[config.mk]
export PLATFORM = sky130hd
export DESIGN_NAME = frame_sequencer
export DESIGN_NICKNAME = d
export VERILOG_FILES = /design/src/rtl/frame_sequencer.sv
export SDC_FILE = /design/constraint.sdc
export NUM_CORES = 1
export LEC_CHECK = 0
export ABC_AREA = 1
export CAP_MARGIN = 20
export CORE_AREA = 2 2 104 106
export CTS_BUF_LIST = sky130_fd_sc_hd__clkbuf_4 sky130_fd_sc_hd__clkbuf_8
export CTS_CLUSTER_DIAMETER = 50
export DETAILED_ROUTE_END_ITERATION = 10
export DIE_AREA = 0 0 106 108
export SYNTH_ARGS = -nofsm -noshare
export SYNTH_HDL_FRONTEND = slang
export SYNTH_SLANG_ARGS = --single-unit
[constraint.sdc]
create_clock -name clk -period 3.3 [get_ports clk]
set_input_delay 0.66 -clock clk [delete_from_list [all_inputs] [get_ports clk]]
set_output_delay 0.66 -clock clk [all_outputs]
set_load 0.05 [all_outputs]
[src/rtl/frame_sequencer.sv]
// frame_sequencer: per-frame controller for a double-buffered frame/depth
// buffer pair and the rasterizer, running in the render clock domain.
//
// Each frame: wait for vsync, pulse clear, let the clear settle and wait for
// buffers_ready, pulse render_start, wait for render_done, then swap the
// front/back buffers on the next vsync. Missed vsyncs (overruns) and
// rasterizer hangs (timeouts) are counted and flagged.
//
// Ports:
//   clk, rstn          render clock, async active-low reset
//   enable             run frames while high
//   vsync              async level from the pixel domain
//   buffers_ready      framebuffer & depth buffer ready
//   render_done        one-cycle completion pulse from the rasterizer
//   flags_clr          clears the sticky overrun/timeout flags
//   clear              one-cycle clear pulse to both buffers
//   render_start       one-cycle start pulse to the rasterizer
//   front_buffer       displayed buffer index (back = ~front_buffer)
//   busy               state != IDLE
//   frame_count        completed swaps (wraps)
//   drop_count         vsyncs seen while rendering (saturates)
//   overrun, timeout   sticky event flags
module frame_sequencer #(
  parameter int FRAME_CNT_WIDTH = 16,
  parameter int RENDER_TIMEOUT  = 2000000,
  parameter int CLEAR_SETTLE    = 2
) (
  input  logic                       clk,
  input  logic                       rstn,
  input  logic                       enable,
  input  logic                       vsync,
  input  logic                       buffers_ready,
  input  logic                       render_done,
  input  logic                       flags_clr,
  output logic                       clear,
  output logic                       render_start,
  output logic                       front_buffer,
  output logic                       busy,
  output logic [FRAME_CNT_WIDTH-1:0] frame_count,
  output logic [FRAME_CNT_WIDTH-1:0] drop_count,
  output logic                       overrun,
  output logic                       timeout
);

  localparam int TW          = $clog2(RENDER_TIMEOUT + 1);
  localparam int SW          = $clog2(CLEAR_SETTLE + 2);
  localparam int SETTLE_LAST = (CLEAR_SETTLE > 0) ? CLEAR_SETTLE - 1 : 0;
  // The timer starts at 0 in the first WAIT_RENDER cycle; firing when it
  // reaches RENDER_TIMEOUT-2 (i.e. about to become RENDER_TIMEOUT-1) makes
  // the timeout flag visible exactly RENDER_TIMEOUT cycles after the
  // render_start pulse.
  localparam int TMO_LAST    = (RENDER_TIMEOUT >= 2) ? RENDER_TIMEOUT - 2 : 0;

  typedef enum logic [2:0] {
    IDLE, CLEAR, WAIT_CLEAR, START, WAIT_RENDER, WAIT_VSYNC
  } state_t;

  state_t state, next_state;

  // vsync synchronizer and registered rising-edge detect
  logic vs_s1, vs_s2, vs_s2_d, vs_rise;

  always_ff @(posedge clk or negedge rstn) begin
    if (!rstn) begin
      vs_s1   <= 1'b0;
      vs_s2   <= 1'b0;
      vs_s2_d <= 1'b0;
      vs_rise <= 1'b0;
    end else begin
      vs_s1   <= vsync;
      vs_s2   <= vs_s1;
      vs_s2_d <= vs_s2;
      vs_rise <= vs_s2 & ~vs_s2_d;
    end
  end

  logic [SW-1:0] settle_cnt;
  logic [TW-1:0] tmo_cnt;
  logic          aborted;
  logic          settle_done, tmo_hit;
  logic          swap, drop_evt, tmo_evt;

  assign settle_done = (settle_cnt >= SW'(SETTLE_LAST));
  assign tmo_hit     = (tmo_cnt == TW'(TMO_LAST));

  // state register
  always_ff @(posedge clk or negedge rstn) begin
    if (!rstn) state <= IDLE;
    else       state <= next_state;
  end

  // next-state and frame events
  always_comb begin
    next_state = state;
    swap       = 1'b0;
    drop_evt   = 1'b0;
    tmo_evt    = 1'b0;
    case (state)
      IDLE:       if (enable && vs_rise) next_state = CLEAR;
      CLEAR:      next_state = WAIT_CLEAR;
      WAIT_CLEAR: if (settle_done && buffers_ready) next_state = START;
      START:      next_state = WAIT_RENDER;
      WAIT_RENDER: begin
        if (render_done && vs_rise) begin
          // completion consumes the edge: swap right away
          swap       = 1'b1;
          next_state = enable ? CLEAR : IDLE;
        end else if (render_done) begin
          next_state = WAIT_VSYNC;
        end else begin
          drop_evt = vs_rise;
          if (tmo_hit) begin
            tmo_evt    = 1'b1;
            next_state = WAIT_VSYNC;
          end
        end
      end
      WAIT_VSYNC: begin
        if (vs_rise) begin
          swap       = ~aborted;
          next_state = enable ? CLEAR : IDLE;
        end
      end
      default:    next_state = IDLE;
    endcase
  end

  // output decode from the upcoming state, registered below
  logic clear_d, start_d, busy_d;

  always_comb begin
    clear_d = (next_state == CLEAR);
    start_d = (next_state == START);
    busy_d  = (next_state != IDLE);
  end

  always_ff @(posedge clk or negedge rstn) begin
    if (!rstn) begin
      clear        <= 1'b0;
      render_start <= 1'b0;
      busy         <= 1'b0;
    end else begin
      clear        <= clear_d;
      render_start <= start_d;
      busy         <= busy_d;
    end
  end

  // timers, buffer index, counters and flags
  always_ff @(posedge clk or negedge rstn) begin
    if (!rstn) begin
      settle_cnt   <= '0;
      tmo_cnt      <= '0;
      aborted      <= 1'b0;
      front_buffer <= 1'b0;
      frame_count  <= '0;
      drop_count   <= '0;
      overrun      <= 1'b0;
      timeout      <= 1'b0;
    end else begin
      if (state == CLEAR)                          settle_cnt <= '0;
      else if (state == WAIT_CLEAR && !settle_done) settle_cnt <= settle_cnt + SW'(1);

      if (state == START)            tmo_cnt <= '0;
      else if (state == WAIT_RENDER) tmo_cnt <= tmo_cnt + TW'(1);

      if (tmo_evt)                               aborted <= 1'b1;
      else if (state == WAIT_VSYNC && vs_rise)   aborted <= 1'b0;

      if (swap) begin
        front_buffer <= ~front_buffer;
        frame_count  <= frame_count + FRAME_CNT_WIDTH'(1);
      end

      if (drop_evt && drop_count != '1) drop_count <= drop_count + FRAME_CNT_WIDTH'(1);

      // a set event in the same cycle as flags_clr wins
      if (drop_evt)       overrun <= 1'b1;
      else if (flags_clr) overrun <= 1'b0;

      if (tmo_evt)        timeout <= 1'b1;
      else if (flags_clr) timeout <= 1'b0;
    end
  end

endmodule

==> results.sh <==
export IMPL_core_area_sq_um=10200
export IMPL_place_congestion=0.873
export IMPL_crit_family="buffers and inverters"
export IMPL_seq_area_frac_synth=0.449
export IMPL_worst_r2r_cell_count=8
export IMPL_antenna_found_initial=0
export IMPL_grtUsageMet1=0.225
export IMPL_cp_num_buf_inv=1
export IMPL_path_depth=1
export IMPL_synthCells=518
export IMPL_worst_slew_pin_slew_ns=0.739
export IMPL_grt_use_met3=0.0338
export IMPL_rr_startpoint="drop_count[1]"
export IMPL_path_max_fanout=5
export IMPL_ys_warnings_count=0
export IMPL_worstReg2RegEnd="drop_count[4]"
export IMPL_clkPwrFrac=0.290
export IMPL_cap_violations=0
export IMPL_hold_viol=0
export IMPL_numCtsBuffers=9
export IMPL_die_h_um=108
export IMPL_intPower_uw=1720
export IMPL_yosysUniqueCellTypes=27
export IMPL_worst_ep_required_time_ns=2.64
export IMPL_start_util=0.376
export IMPL_wl_per_cell_um=12.2
export IMPL_wl_mm=8.65
export IMPL_ys_top_cells_by_area="dfrtp_1, nand2_1, nor2_1"
export IMPL_cts_tree="built"
export IMPL_setup_viol=0
export IMPL_crit_chain="clkdlybuf4s50_1"
export IMPL_p_per_area_nw_per_um2=593
export IMPL_ant_nets=0
export IMPL_slew_headroom=0.507
export IMPL_yosys_area_top_type="dfrtp_1"
export IMPL_synth_nets=530
export IMPL_grt_max_degree=40
export IMPL_busiest_layer="met2"
export IMPL_grt_ovfl_total=0
export IMPL_slowest_stage="clkdlybuf4s50_1"
export IMPL_synth_avg_cell_area_sq_um=7.43
export IMPL_power_frac_comb=0.316
export IMPL_first_global_vias=3238
export IMPL_slew_viol_final=0
export IMPL_rsz0062_at_grt="no"
export IMPL_layout_min_cycle_time_ns=2.29
export IMPL_reg2reg_slack_ns=1.11
export IMPL_viasPerCell=4.78
export IMPL_dpl_hpwl_mm=6.34
export IMPL_critPathLaunch="drop_count[7]"
export IMPL_fin_crit_sh=0.694
export IMPL_worstPathArrival_ns=1.63
export IMPL_grt_pass1_wl_mm=15.2
export IMPL_cts_root_buf="clkbuf_8"
export IMPL_cts_max_level=3
export IMPL_syn_to_final_growth_pct=21.0
export IMPL_p_sw_uw=1040
export IMPL_num_vias=3382
export IMPL_cts_path_max_buffers=2
export IMPL_io_pins=45
export IMPL_fin_ws_ns=1.01
export IMPL_die_w_um=106
export IMPL_n_antenna_cell=0
export IMPL_firstDrtPassIters=4
export IMPL_status="finished clean"
export IMPL_hp_class="reg2reg"
export IMPL_rows=37
export IMPL_ctsResizeCount=0
export IMPL_final_cell_mix="nand2_1, dfrtp_1, nor2_1"
export IMPL_ys_seq_elements=69
export IMPL_p_seq_frac=0.394
export IMPL_grt_use_met2=0.264
export IMPL_yosysTopAreaCellShare=0.449
export IMPL_setup_tns_ns=0
export IMPL_cts_hold_buf=0
export IMPL_cts_setup_buffers=0
export IMPL_die_area_sq_um=11400
export IMPL_timing_fmax_mhz=436
export IMPL_fin_nets=579
export IMPL_start_kind="flip-flop"
export IMPL_p_leak_uw=0.00213
export IMPL_drive_gt1_frac=0.0682
export IMPL_endpoint="drop_count[7]"
export IMPL_port_buffers=44
export IMPL_fin_worst_skew_ns=0.0120
export IMPL_grt_total_usage=0.164
export IMPL_ir_drop_uv=347
export IMPL_drt_initial_drc_count=174
export IMPL_endpoint_kind="output pin"
export IMPL_final_common_cell="nand2_1"
export IMPL_p_sw_frac=0.377
export IMPL_post_synth_instance_area_sq_um=3850
export IMPL_clk_pin_slew_worst_paths_ns=0.08
export IMPL_drc=0
export IMPL_critPathMaxStageDelay_ns=0.84
export IMPL_worstSetupPathType="reg2out"
export IMPL_insertion_delay_ns=0.35
export IMPL_post_place_ws_ns=0.895
export IMPL_clkSinkCount=69
[routing by layer]
layer | vias up | part of all wire
li1 | 1734 | -
met1 | 1563 | 0.49
met2 | 77 | 0.45
met3 | 8 | 0.042
met4 | 0 | 0.012
met5 | - | 0
[registers in the layout (all words and copies together) (netlist names), 2 cells and up]
name and cells:
tmo_cnt 21, drop_count 16, state 3, frame_count 16, settle_cnt 2
[worst min-delay path by stage]
stage               slack, ns  startpoint     to  cells past startpoint
floorplan                0.33       vs_s1  vs_s2                      0
global placement         0.34       vs_s1  vs_s2                      0
detailed placement       0.35       vs_s1  vs_s2                      0
CTS                      0.36       vs_s1  vs_s2                      0
global route             0.38       vs_s1  vs_s2                      0
finish                   0.36       vs_s1  vs_s2                      0
[metrics by stage]
step	hold WS [ns]	instances	area, sq um	power (uW)	util
3_5_place_dp	0.346	692	4420	1980	0.432
5_1_grt	0.385	708	4650	2920	0.455
2_1_floorplan	0.331	518	3850	1700	-
4_1_cts	0.364	708	4650	2800	0.455
3_3_place_gp	0.336	692	4420	1970	0.432
6_report	0.360	708	4650	2760	0.455
[power by group through the flow]
stage | clock [uW] | combinational, uW | sequential, uW
after floorplan | 0 | 349 | 1360
after global placement | 0 | 867 | 1100
after detailed placement | 0 | 877 | 1100
after CTS | 830 | 882 | 1090
after global routing | 866 | 951 | 1110
final | 802 | 872 | 1090
[cell usage after synthesis]
library cell,instances
nor3_1,16
nor2_1,68
nand4_1,16
xnor2_1,8
nand2_2,6
a21oi_1,10
ha_1,5
nand3_2,1
nand3_1,42
o21ai_1,2
buf_6,2
nand2_1,154
buf_2,2
nand3b_1,3
o21ai_2,5
clkbuf_1,1
a21o_1,1
o21bai_1,1
xor2_1,17
inv_2,4
inv_1,59
buf_4,3
dfrtp_1,69
nor2_2,2
o21ai_0,18
nor3_2,2
nor3b_1,1
[area by class of cell]
class | count | area [sq um]
Tap cell | 136 | 170
Clock buffer | 11 | 151
Multi-Input combinational cell | 378 | 1820
Timing Repair Buffer | 46 | 463
Sequential cell | 69 | 1730
Inverter | 63 | 236
Fill cell | 1009 | 5580
Clock inverter | 5 | 81.3
[cells by family after synthesis]
family | share of synthesized area
and+or+nand+nor | 0.347
buffers and inverters | 0.0768
DFF | 0.449
AOI/OAI and AO/OA | 0.0543
xor gates and xnor gates | 0.0569
adders and majority gates | 0.0163
Power figures use the tool's default switching activity.
